--- src/rtl/serial_add_pkg.sv ---
// Shared constants for the bit-serial adder: state encodings, default width,
// and the bit-counter width helper.
package serial_add_pkg;

  localparam int unsigned DEFAULT_WIDTH = 8;
  localparam int unsigned STATE_W       = 2;

  localparam logic [STATE_W-1:0] ST_IDLE = 2'd0;
  localparam logic [STATE_W-1:0] ST_RUN  = 2'd1;
  localparam logic [STATE_W-1:0] ST_DONE = 2'd2;

  // At least one bit, so a degenerate width still gets a legal vector.
  function automatic int unsigned cnt_width(input int unsigned width);
    return (width > 1) ? $clog2(width) : 1;
  endfunction

endpackage

--- src/rtl/onebitfa.sv ---
// One-bit full-adder cell; purely combinational, holds no state.
module onebitfa (
  input  logic a,
  input  logic b,
  input  logic cin,
  output logic s,
  output logic cout
);

  assign s    = a ^ b ^ cin;
  assign cout = (a & b) | (cin & (a ^ b));

endmodule

--- src/rtl/serial_adder_seq.sv ---
// Bit-serial adder sequencer around a single onebitfa cell, LSB first.
// Optional signed-overflow flag enabled by defining SERIAL_ADD_OVF_EN.
module serial_adder_seq
  import serial_add_pkg::*;
#(
  parameter int unsigned WIDTH = DEFAULT_WIDTH
) (
  input  logic             clk,
  input  logic             rst_n,
  input  logic             start,
  input  logic [WIDTH-1:0] a_in,
  input  logic [WIDTH-1:0] b_in,
  input  logic             cin_in,
  output logic             ready,
  output logic             busy,
  output logic             done,
  output logic [WIDTH-1:0] sum_out,
  output logic             cout_out,
  output logic             ovf_out
);

  localparam int unsigned CNT_W = cnt_width(WIDTH);

  logic [STATE_W-1:0] state;
  logic [STATE_W-1:0] state_nxt;
  logic               load_en;
  logic               shift_en;
  logic               last_bit;

  logic [WIDTH-1:0]   a_sr;
  logic [WIDTH-1:0]   b_sr;
  logic [WIDTH-1:0]   sum_sr;
  logic [WIDTH-1:0]   sum_nxt;
  logic               carry;
  logic [CNT_W-1:0]   cnt;
  logic               fa_s;
  logic               fa_co;

  onebitfa u_fa (
    .a    (a_sr[0]),
    .b    (b_sr[0]),
    .cin  (carry),
    .s    (fa_s),
    .cout (fa_co)
  );

  assign last_bit = (cnt == CNT_W'(WIDTH - 1));
  assign sum_nxt  = {fa_s, sum_sr[WIDTH-1:1]};
  assign ready    = (state == ST_IDLE) || (state == ST_DONE);
  assign busy     = (state == ST_RUN);

  // Next-state and datapath control decode.
  always_comb begin
    state_nxt = state;
    load_en   = 1'b0;
    shift_en  = 1'b0;
    case (state)
      ST_IDLE: begin
        if (start) begin
          load_en   = 1'b1;
          state_nxt = ST_RUN;
        end
      end
      ST_RUN: begin
        shift_en = 1'b1;
        if (last_bit) state_nxt = ST_DONE;
      end
      ST_DONE: begin
        if (start) begin
          load_en   = 1'b1;
          state_nxt = ST_RUN;
        end else begin
          state_nxt = ST_IDLE;
        end
      end
      default: state_nxt = ST_IDLE;
    endcase
  end

  always_ff @(posedge clk or negedge rst_n) begin
    if (!rst_n) state <= ST_IDLE;
    else        state <= state_nxt;
  end

  // Operand/sum shifters, carry flop, bit counter and result registers.
  always_ff @(posedge clk or negedge rst_n) begin
    if (!rst_n) begin
      a_sr     <= '0;
      b_sr     <= '0;
      sum_sr   <= '0;
      carry    <= 1'b0;
      cnt      <= '0;
      sum_out  <= '0;
      cout_out <= 1'b0;
      done     <= 1'b0;
    end else begin
      done <= shift_en && last_bit;
      if (load_en) begin
        a_sr  <= a_in;
        b_sr  <= b_in;
        carry <= cin_in;
        cnt   <= '0;
      end else if (shift_en) begin
        a_sr   <= a_sr >> 1;
        b_sr   <= b_sr >> 1;
        sum_sr <= sum_nxt;
        carry  <= fa_co;
        if (last_bit) begin
          cnt      <= '0;
          sum_out  <= sum_nxt;
          cout_out <= fa_co;
        end else begin
          cnt <= cnt + CNT_W'(1);
        end
      end
    end
  end

`ifdef SERIAL_ADD_OVF_EN
  logic carry_msb;
  logic ovf_q;

  // carry_msb holds the carry into the MSB, taken as the next-to-last bit completes.
  always_ff @(posedge clk or negedge rst_n) begin
    if (!rst_n) begin
      carry_msb <= 1'b0;
      ovf_q     <= 1'b0;
    end else if (shift_en) begin
      if (cnt == CNT_W'(WIDTH - 2)) carry_msb <= fa_co;
      if (last_bit)                 ovf_q     <= carry_msb ^ fa_co;
    end
  end

  assign ovf_out = ovf_q;
`else
  assign ovf_out = 1'b0;
`endif

endmodule
--- config.mk ---
export PLATFORM = sky130hd
export DESIGN_NAME = serial_adder_seq
export DESIGN_NICKNAME = d
export VERILOG_FILES = /design/src/rtl/serial_add_pkg.sv /design/src/rtl/onebitfa.sv /design/src/rtl/serial_adder_seq.sv
export SDC_FILE = /design/constraint.sdc
export NUM_CORES = 1
export LEC_CHECK = 0
export CAP_MARGIN = 5
export CORE_MARGIN = 2
export CORE_UTILIZATION = 48
export CTS_BUF_LIST = sky130_fd_sc_hd__clkbuf_4 sky130_fd_sc_hd__clkbuf_8
export DETAILED_ROUTE_END_ITERATION = 8
export GPL_ROUTABILITY_DRIVEN = 0
export HOLD_SLACK_MARGIN = 0.03
export PLACE_DENSITY = 0.77
export SETUP_SLACK_MARGIN = 0.15
export SLEW_MARGIN = 15
export SYNTH_ARGS = -nofsm -noshare
export SYNTH_HDL_FRONTEND = slang
export SYNTH_SLANG_ARGS = --single-unit
--- constraint.sdc ---
create_clock -name clk -period 1.3 [get_ports clk]
set_input_delay 0.195 -clock clk [delete_from_list [all_inputs] [get_ports clk]]
set_output_delay 0.195 -clock clk [all_outputs]
set_load 0.02 [all_outputs]
; Yosys cells after proc, flatten, opt, wreduce, memory -nomap -nowiden
; Index checks and enable logic that the tools add are counted.
[word_totals]
inputBits = 20
reg_bits = 40
out_inout_bits = 13
wordCells = 45
[classes]
n_eq_ne = 5
n_addsub = 1
n_bitwise = 6
muxes = 16
reduce_logical = 8
[ops]
columns = cell, count
row1 = $mux 8, 4
row2 = $mux 3, 3
row3 = $mux 1, 6
row4 = $pmux 2 s3, 1
row5 = $mux 2, 2
row6 = $reduce_and 2->1, 2
row7 = $add 3x1->3 const B, 1
row8 = $eq 3x3->1 const B, 1
row9 = $reduce_and 3->1, 1
row10 = $and 1x1->1, 2
row11 = $eq 2x1->1 const B, 1
row12 = $eq 2x2->1 const B, 1
row13 = $logic_not 2->1, 1
row14 = $ne 2x1->1 const B, 1
row15 = $ne 2x2->1 const B, 1
row16 = $reduce_bool 2->1, 1
row17 = $reduce_or 2->1, 1
row18 = $xor 1x1->1, 2
row19 = $logic_and 1x1->1, 1
row20 = $logic_or 1x1->1, 1
row21 = $not 1->1, 1
row22 = $or 1x1->1, 1

; Longest topological paths before layout
; Gate-level depths: netlist (run 1).
[depth]
depth_word = 5
mapped_depth = 7
ltp_nobuf = 5

; Cells and area by module
; Synthesis (run 1) repeated with hierarchy kept, for this count alone.
[hier_totals]
hier_cells = 153
area_unflattened_um2 = 1725.4
[by_module_without_submodules]
columns = mod, cells_each, seq_area_each_um2, instances, area_per_inst_um2
row1 = serial_adder_seq, 152, 975.9, 1, 1705.4
row2 = onebitfa, 1, 0.0, 1, 20.0

; Least setup slack after synthesis (run 1)
; No wires, ideal clock.
[synth_path]
path_kind = register -> register
start = register cnt[0]
end = register sum_out[0]
n_path_buf = 0
setup_ns = 0.125
setup_slack_ns = -0.091
period_less_slack_ns = 1.391
required_time_ns = 1.175
t_arrival_ns = 1.266
stages_incl_launch_ff = 6
cell_sequence = dfrtp_1 ha_1 ha_1 nand2_8 inv_4 mux2_4
[synth_via]
elab_chain_len = 2
[synth_lines]
columns = element, line_no
row1 = from (decl), serial_adder_seq.sv:35  ; logic [CNT_W-1:0] cnt;
row2 = from (signal assigned), serial_adder_seq.sv:113  ; cnt <= cnt + CNT_W'(1);
row3 = $eq 3x3->1, serial_adder_seq.sv:47  ; assign last_bit = (cnt == CNT_W'(WIDTH - 1));
row4 = $reduce_and 3->1 (no line), --
row5 = to (signal assigned), serial_adder_seq.sv:110  ; sum_out <= sum_nxt;
row6 = to (decl), serial_adder_seq.sv:17  ; output logic [WIDTH-1:0] sum_out,
; No other way between the ends.
; A chain may end at the register's enable or synchronous reset.

; Worst setup path after layout (run 1)
[layout_path]
start = register cnt[0]
end = register cout_out
[layout_via]
elab_chain_len = 2
[layout_lines]
columns = element, line_no
row1 = $eq 3x3->1, serial_adder_seq.sv:47
row2 = $reduce_and 3->1 (no line), --
row3 = to (signal assigned), serial_adder_seq.sv:111  ; cout_out <= fa_co;
row4 = to (decl), serial_adder_seq.sv:18  ; output logic cout_out,
; No other way between the ends.

==> reports/results.ini, run 1 <==
[timing]
timing.fmax_ghz = 0.746
skew_ps = 5.57
fin_crit_sh_pct = 103
setup_ws_ps = -41.3
final-hold-violation-count = 0
drv_slew = 0
final.min_clock_period_ps = 1340
setup_viol = 11
setup_tns_ps = -336
rsz0062_at_grt = true
holdWs_ps = 440

[power]
p_int_uw = 4180
p_switching_uw = 2690
switching_share_pct = 39.1
power.share.clock_pct = 12.3
p_leak_uw = 0.00121
power_frac_comb_pct = 54.3
totalPowerFinal_uw = 6870
powerDensity_mw_per_mm2 = 2500
p_seq_share_pct = 33.4
max-vdd-ir-drop_mv = 1.41

[yosys]
netlist_area_mm2 = 0.00176
postSynthRegisterBits = 39
synth_area_per_cell_um2 = 11.2
ys_seq_area_share_pct = 55.4
synth_cells = 158
ys_warn_count = 0
yosysUniqueCellTypes = 30
synth_nets = 181

[setup_path]
r2r-end = cout_out$_DFFE_PN0P_
critical_path.startpoint = cnt[0]$_DFFE_PN0P_
endpoint_kind = flip-flop
critPathKind = reg -> reg
crit_fanout = 8
arrival_ps = 1520
cp.required_ps = 1480
r2r_slack_ps = -40
r2r_start = cnt[0]$_DFFE_PN0P_
endpoint = cout_out$_DFFE_PN0P_
worst_setup_path_start_kind = flip-flop
worstRegToRegCells = 4

[clock_tree]
cts_buffers = 5
cts.sinks = 39
clk_latency_ps = 300
cts_buffer_depth = 2
htree_levels = 2
cts_root_buf = clkbuf_8
cts_tree = built
clk_pin_slew_ps = 70

[flow_run]
drv_cap = 0

[routing]
drt_pass1_iterations = 4
ant_nets = 0
wl_per_cell_um = 17.3
wl_um = 4660
avgViaCountPerCell = 5.34
via_count = 1436
drt_iter0_drc = 80
remaining_drc_errors = 0

[floorplan]
die_width_um = 64.6
initial_core_util_pct = 48.9
ios = 33
rows = 22
die_y_um = 64.6
die-area_mm2 = 0.00417
core_area_mm2 = 0.00361

[worst_hold_path]
min_path_type = in -> reg
worstHoldPathCells = 4

[placed_design]
place_ws_ps = -141
detailed_place_hpwl_um = 2550
io_buffers = 31

[final_layout]
n_antenna_cell = 0
fin_util_pct = 76.2
syn2layout_area_growth_pct = 55.9
drive_gt1_share_pct = 48.9
nNetsFinal = 243

[outcome]
violations = negative setup slack
status = finished with violations

[grt]
grt_pass1_vias = 1460
grt_max_degree = 40
globalRouteTotalUtil_pct = 22.3
grt_pass1_wl_um = 6910
grt_overflow = 0
grt_antenna_before_repair = 0

[layout by cell type (no fill, tap or decap), types with 2 or more instances in the layout]
cell type         n
o22ai_2           7
a21oi_1           5
clkbuf_4          2
clkbuf_8          5
clkdlybuf4s15_2   4
nand2_1          16
a211oi_2          4
nor2b_1           5
nand2b_4          2
clkbuf_2          2
nand2_2           7
buf_12            3
ha_4              2
nor2_1           10
mux2i_1           6
o22ai_1           2
nor3_4            9
buf_4            19
mux2_2            6
clkdlybuf4s50_1  17
nor3_2            2
nor2_4            2
mux2_4            3
inv_4             2
buf_6            12
o21ai_1           3
dfrtp_1          38
buf_2             4
[how the worst min path moves through the flow]
stage           from                endpoint  slack, ps
2_1_floorplan  rst_n     a_sr[0]$_DFFE_PN0P_       -100
3_3_place_gp   rst_n  sum_out[5]$_DFFE_PN0P_        270
3_5_place_dp   rst_n  sum_out[5]$_DFFE_PN0P_        280
4_1_cts        start      cnt[1]$_DFFE_PN0P_        430
5_1_grt        start      cnt[2]$_DFFE_PN0P_        480
6_report       start      cnt[1]$_DFFE_PN0P_        440
[stage by stage]
step           std cells  area, um^2
6_report             269        2750
5_1_grt              269        2750
4_1_cts              261        2570
3_5_place_dp         242        2200
3_3_place_gp         242        2200
2_1_floorplan        158        1820
[state kept, by name (all words and copies together) (netlist names)]
signal	cells
done	1
sum_out	8
a_sr	8
cout_out	1
state	2
b_sr	8
carry	1
sum_sr	7
cnt	3
[per-layer routing]
metal	up-vias	track usage [%]	part of all wire (%)	wire, um
li1	667	-	-	-
met1	717	26.2	43	2010
met2	41	37.8	51	2370
met3	11	6.60	3.5	165
met4	0	10.1	2.4	113
met5	-	0	0	0
[final cells by class]
class / count / area (um^2)
sequential: 39 / 977
multi-input combinational: 104 / 943
fill: 215 / 857
timing repair buffer: 66 / 654
clock buffer: 7 / 83.8
tap: 48 / 60.1
inverter: 4 / 25.0
clock inverter: 1 / 5.00
[worst max-delay path: stages (launching register included)]
cell	delay (ps)
dfrtp_1	420
ha_4	180
ha_4	180
nand2_8	100
mux2_2	340
[cells by family after synthesis]
logic type	count (synthesis)	share of synthesized area [%]
AND/OR/NAND/NOR	57	16.0
adder cells (fa/ha/maj)	3	2.55
buffers and inverters	15	5.89
multiplexers	16	10.4
flip-flops	39	55.4
other	1	0.213
AO/OA/AOI/OAI	27	9.58
[synthesized netlist by cell type]
cell type / n / area share (%)
inv_1: 2 / 0.43
nor2_1: 13 / 2.8
mux2_4: 3 / 2.6
a22oi_1: 1 / 0.43
ha_1: 2 / 1.4
buf_2: 3 / 0.85
dfrtp_1: 39 / 55
nor3_1: 9 / 2.6
nand2b_1: 1 / 0.36
nor2b_1: 6 / 2.1
conb_1: 1 / 0.21
clkbuf_2: 1 / 0.28
nand2_8: 1 / 1.1
a21o_1: 1 / 0.43
clkbuf_1: 1 / 0.21
o21ai_0: 4 / 1.1
buf_6: 4 / 2.6
mux2i_1: 7 / 4.0
fa_1: 1 / 1.1
a21oi_1: 5 / 1.4
a211oi_1: 5 / 2.1
inv_4: 2 / 0.71
nand2b_4: 1 / 0.78
buf_4: 2 / 0.85
nand2_1: 23 / 4.9
a22o_1: 1 / 0.50
mux2_2: 6 / 3.8
o22ai_1: 10 / 3.5
nand3_1: 1 / 0.28
nor3_2: 2 / 1.1
[repair_timing]
action,in CTS,in global routing
pin swaps,4,20
hold buffers,1,0
endpoints found under the hold margin,39,0
gates cloned,1,0
endpoints found under the setup margin,38,38
resized for setup,80,31
setup buffers,9,8
[power by group through the flow]
stage | combinational [uW] | clock, uW | sequential [uW]
detailed placement | 2520 | 0 | 2180
global placement | 2410 | 0 | 2150
floorplan | 1650 | 0 | 2230
global route | 4010 | 910 | 2350
finish | 3730 | 847 | 2290
CTS | 3150 | 843 | 2210
Power figures use the tool's default switching activity.
==> run 2: changes to the inputs <==
Settings changed: SLEW_MARGIN 15 to 20.
==> results of run 2 <==
No change in the layout: final DEF, timing and power equal those of run 1.
==> RTL edit 1: new RTL, config.mk and constraints of run 2 <==
Add a define of `SERIAL_ADD_OVF_EN`.
--- a/src/rtl/serial_adder_seq.sv
+++ b/src/rtl/serial_adder_seq.sv
@@ -1,4 +1,6 @@
 // Bit-serial adder sequencer around a single onebitfa cell, LSB first.
 // Optional signed-overflow flag enabled by defining SERIAL_ADD_OVF_EN.
+`define SERIAL_ADD_OVF_EN
+
 module serial_adder_seq
   import serial_add_pkg::*;
Behaviour: not the same (a bounded check fails within 10 cycles, from zero or initial values and one cycle with rst_n low).
==> RTL edit 1 against run 2 <==
Highest routed layer unchanged. Largest power group unchanged. Total power up 5.9%. Sequential cell count grew 2. Routed wire length increased by 2.9%. Die area up 6.1%. Synthesized area increased by 6.5%. Setup slack got worse by 0.015 ns. Cell area grew 3.3%. The run still ends with setup timing left. Fmax is 1.1% lower.
==> RTL edit 1: results (changes against run 2) <==
| Metric | Value |
|---|---|
| LEAKAGE | 0.00130 uW (+7.0%) |
| Synth top cells by count | dfrtp_1 (41), nand2_1 (23), nor2_1 (10) |
| Multi-input logic area | 1030 um^2 (+9.2%) |
| Number of multi-input logic gates | 108 (+3.8%) |
| Largest net degree at the start of global routing | 24 (-40%) |
| Number of standard cells in the layout, taps in and fillers out | 268 (-0.37%) |
| Clock buf/inv share | 3.66% (+0.43 points) |
| Number of clock buffers in the layout | 5 (-2) |
| Post-layout net count | 244 (+0.41%) |
| DR vias | 1498 (+4.3%) |
| Post-Synth Adder-Cell Area | 3.06% (+0.51 points) |
| Classification of the worst-slack hold path | input pin to async pin |
| Worst-case clock skew | 0.00886 ns (+0.00329 ns) |
| Pre-CTS WS | -0.147 ns (-0.00575 ns) |
| Die outline area | 4430 um^2 (+6.1%) |
| Critical Path Fanout Max | 6 (-2) |
| XOR/XNOR share of the synthesized area | 0.466% (+0.47 points) |
| Total routing resource utilization after global routing | 24.0% (+1.7 points) |
| Area post-placement | 2310 um^2 (+4.8%) |
| Switching fraction of total power | 38.9% (-0.28 points) |
| Flops & latches, synth | 41 (+5.1%) |
| Portion of netlist area occupied by mux cells | 11.1% (+0.76 points) |
| Placed cell count | 249 (+2.9%) |
| Top cells by area, synth | dfrtp_1 (55%), mux2_4 (5.6%), nand2_1 (4.6%) |
| P_int | 4450 uW (+6.4%) |
| DP Wirelength | 2.86 mm (+12%) |
| Final Worst Setup Slack | -0.0565 ns (-0.0151 ns) |
| Violated checks | setup timing |
| Fraction of final layout cells sized beyond drive strength 1 | 50.0% (+1.1 points) |
| Status | finished, violations left |
| Syn-to-layout area delta | 51.2% |
| Via count of the first global-routing pass | 1556 (+6.6%) |
| Plain + repair buffers | 59 (-11%) |
| Signal arrival time at the worst endpoint | 1.54 ns (+0.02 ns) |
| Sequential cell area fraction in the yosys report | 54.6% (-0.73 points) |
| Number of failing setup endpoints in the final timing report | 10 (-1) |
| Power Combinational | 3850 uW (+3%) |
| Total of fill cells in the finished design | 233 (+8.4%) |
| Routed Wire Length | 4.79 mm (+2.9%) |
| Summed negative setup slack over all endpoints | -0.438 ns (-0.103 ns) |
| Area taken by flip-flops and latches | 1030 um^2 (+5.1%) |
| Number of non-clock inverters in the layout | 5 (+1) |
| Mapped Avg Cell Area | 11.5 um^2 (+2.6%) |
==> RTL edit 1: what timing repair did <==
action,4_1_cts,5_1_grt
buffers inserted,6,2
hold buffers,1,0
pin swaps,31,18
cloned,4,0
endpoints found under the hold margin,18,0
gates resized for setup,97,45
setup endpoints to repair,41,52
==> RTL edit 1: worst paths after layout <==
kind,endpoint,slack [ns],cells past startpoint
hold / removal,sum_out[1]$_DFFE_PN0P_,0.39,2
setup / recovery,sum_out[5]$_DFFE_PN0P_,-0.06,4
setup reg to reg,sum_out[5]$_DFFE_PN0P_,-0.06,4
max in group asynchronous,state[0]$_DFFE_PN0P_,0.42,3
min in group clk,sum_sr[1]$_DFFE_PN0P_,0.50,2
hold reg to reg,sum_sr[1]$_DFFE_PN0P_,0.50,2
==> RTL edit 1: layer usage <==
metal	up-vias	part of all wire, %	global-route usage (%)
li1	670	-	-
met1	752	39	29.6
met2	58	52	40.9
met3	18	5.0	5.74
met4	0	3.2	8.67
met5	-	0	0
==> RTL edit 2: new RTL, config.mk and constraints of run 2 <==
Without the edit above. The package constant `STATE_W` goes from 2 to 4.
--- a/src/rtl/serial_add_pkg.sv
+++ b/src/rtl/serial_add_pkg.sv
@@ -4,5 +4,5 @@
 
   localparam int unsigned DEFAULT_WIDTH = 8;
-  localparam int unsigned STATE_W       = 2;
+  localparam int unsigned STATE_W       = 4;
 
   localparam logic [STATE_W-1:0] ST_IDLE = 2'd0;
Behaviour: no difference found for any inputs over 10 cycles, from zero or initial values and one cycle with rst_n low; that may be too few to reach the edited logic, so the function may still have changed.
==> RTL edit 2 against run 2 <==
Synthesized cell count down 2.5%. Final cell count down 3.3%. Largest cell class unchanged. Cell area down 9.1%. The run still ends with setup timing left. Synthesized area down 0.21%. Fmax down 0.47%. Total power down 12%. Routed wire length down 16%. Setup slack worse by 0.0063 ns. Largest power group unchanged. Clock power down 25%. Highest routed layer unchanged. Core utilization down 3.0 points. Sequential power down 7%. Sequential cell count unchanged.
==> RTL edit 2: results (changes against run 2) <==
| Metric | Value |
|---|---|
| Crit Reg-Reg Startpoint | cnt[1]$_DFFE_PN0P_ |
| DR vias | 1340 (-6.7%) |
| Antenna cell count | 0 (unchanged) |
| Worst reg2reg path endpoint | sum_out[6]$_DFFE_PN0P_ |
| Sequential cell area fraction in the yosys report | 55.5% (+0.12 points) |
| Classification of the worst-slack hold path | input pin to async pin |
| Routed Wire Length | 3.92 mm (-16%) |
| Post-cts gate resize count | 86 (+7.5%) |
| Number of standard cells in the layout, taps in and fillers out | 260 (-3.3%) |
| Clock net power | 639 uW (-25%) |
| Clock-pin transition on the worst setup and hold timing paths | 0.11 ns (+0.04 ns) |
| Detailed Route Iter0 Violations | 44 (-45%) |
| Signal arrival time at the worst endpoint | 1.59 ns (+0.07 ns) |
| Mapped Avg Cell Area | 11.4 um^2 (+2.4%) |
| Violated checks | setup timing |
| Post-CTS setup buffers | 7 (-2) |
| LEAKAGE | 0.00118 uW (-2.2%) |
| Maximum ir drop on the vdd rail | 0.00111 V (-22%) |
| Share of total power in combinational logic | 54.0% (-0.3 points) |
| DP Wirelength | 2.47 mm (-2.9%) |
| Clock network latency to the later pin of the worst-skew pair | 0.35 ns (+0.05 ns) |
| Top cells by area, synth | dfrtp_1 (55%), mux2_4 (7.7%), nand2_1 (4.9%) |
| Fraction of final layout cells sized beyond drive strength 1 | 42.5% (-6.3 points) |
| Number of failing setup endpoints in the final timing report | 10 (-1) |
| Status | finished, violations left |
| Number of cells on the worst reg-to-reg path | 5 (+1) |
| Achievable frequency | 0.742 GHz (-0.47%) |
| Post-layout net count | 237 (-2.5%) |
| Wire length of the first global-routing pass | 6.42 mm (-7.1%) |
| Synth top cells by count | dfrtp_1 (39), nand2_1 (23), a21oi_1 (15) |
| Largest net degree at the start of global routing | 23 (-43%) |
| Cell area power density | 2410 nW/um^2 (-3.5%) |
| Pre-CTS WS | -0.177 ns (-0.0356 ns) |
| Total of fill cells in the finished design | 265 (+23%) |
| Count of different cell masters after synthesis | 28 (-6.7%) |
| Master cell of the clock root buffer | clkbuf_4 |
| Via count of the first global-routing pass | 1408 (-3.6%) |
| Final Worst Setup Slack | -0.0477 ns (-0.00634 ns) |
| Switching power of the nets | 2330 uW (-13%) |
| Net count of the mapped netlist | 177 (-2.2%) |
| Critical Path Fanout Max | 5 (-3) |
| Worst-case clock skew | 0.00469 ns (-0.000877 ns) |
| Total routing resource utilization after global routing | 20.6% (-1.7 points) |
| Number of max-cap violations | 0 (unchanged) |
==> RTL edit 2: changes by cell type in the layout (fill, tap and decap cells not counted), sizes merged, moves of 3 or more <==
cell and delta:
a21oi +11, nor2 -11, inv +10, nor3 -10, clkdlybuf4s15 -5, clkbuf -3
==> RTL edit 2: kinds of logic after synthesis <==
logic type,synth area share [%]
other cells,0.213
flops,55.5
fa+ha+maj,2.56
simple gates,9.96
buf+inv,7.11
mux,11.7
compound gates,13.0
==> RTL edit 2: final cells by class <==
type	count	share of cell area, %
sequential	39	39.1
multi-input combinational	94	31.9
timing repair buffer	60	21.9
inverter	14	2.60
tap	46	2.30
clock buffer	6	2.05
clock inverter	1	0.200
==> RTL edit 2: layer usage <==
layer / global-route usage [%] / routed length, um
met1: 24.1 / 1660
met2: 35.9 / 2030
met3: 5.90 / 163
met4: 7.71 / 67
met5: 0 / 0
==> RTL edit 2: worst max path at each step <==
stage	from	endpoint	slack, ns	cells past startpoint
floorplan	state[1]$_DFFE_PN0P_	sum_out[0]$_DFFE_PN0P_	-0.03	6
global placement	start	a_sr[3]$_DFFE_PN0P_	-0.08	5
detailed placement	start	a_sr[4]$_DFFE_PN0P_	-0.18	5
CTS	cnt[0]$_DFFE_PN0P_	sum_out[6]$_DFFE_PN0P_	-0.04	5
global route	cnt[0]$_DFFE_PN0P_	sum_out[6]$_DFFE_PN0P_	-0.09	5
finish	cnt[1]$_DFFE_PN0P_	sum_out[6]$_DFFE_PN0P_	-0.05	5
==> RTL edit 2: through the flow <==
stage	hold slack (ns)	setup TNS (ns)	utilization, %	area (um^2)
global placement	0.145	-0.665	65.3	2230
detailed placement	0.151	-1.40	65.3	2230
finish	0.295	-0.229	73.2	2500
floorplan	-0.101	-0.0588	-	1780
global route	0.313	-1.06	73.2	2500
CTS	0.309	-0.149	71.3	2430
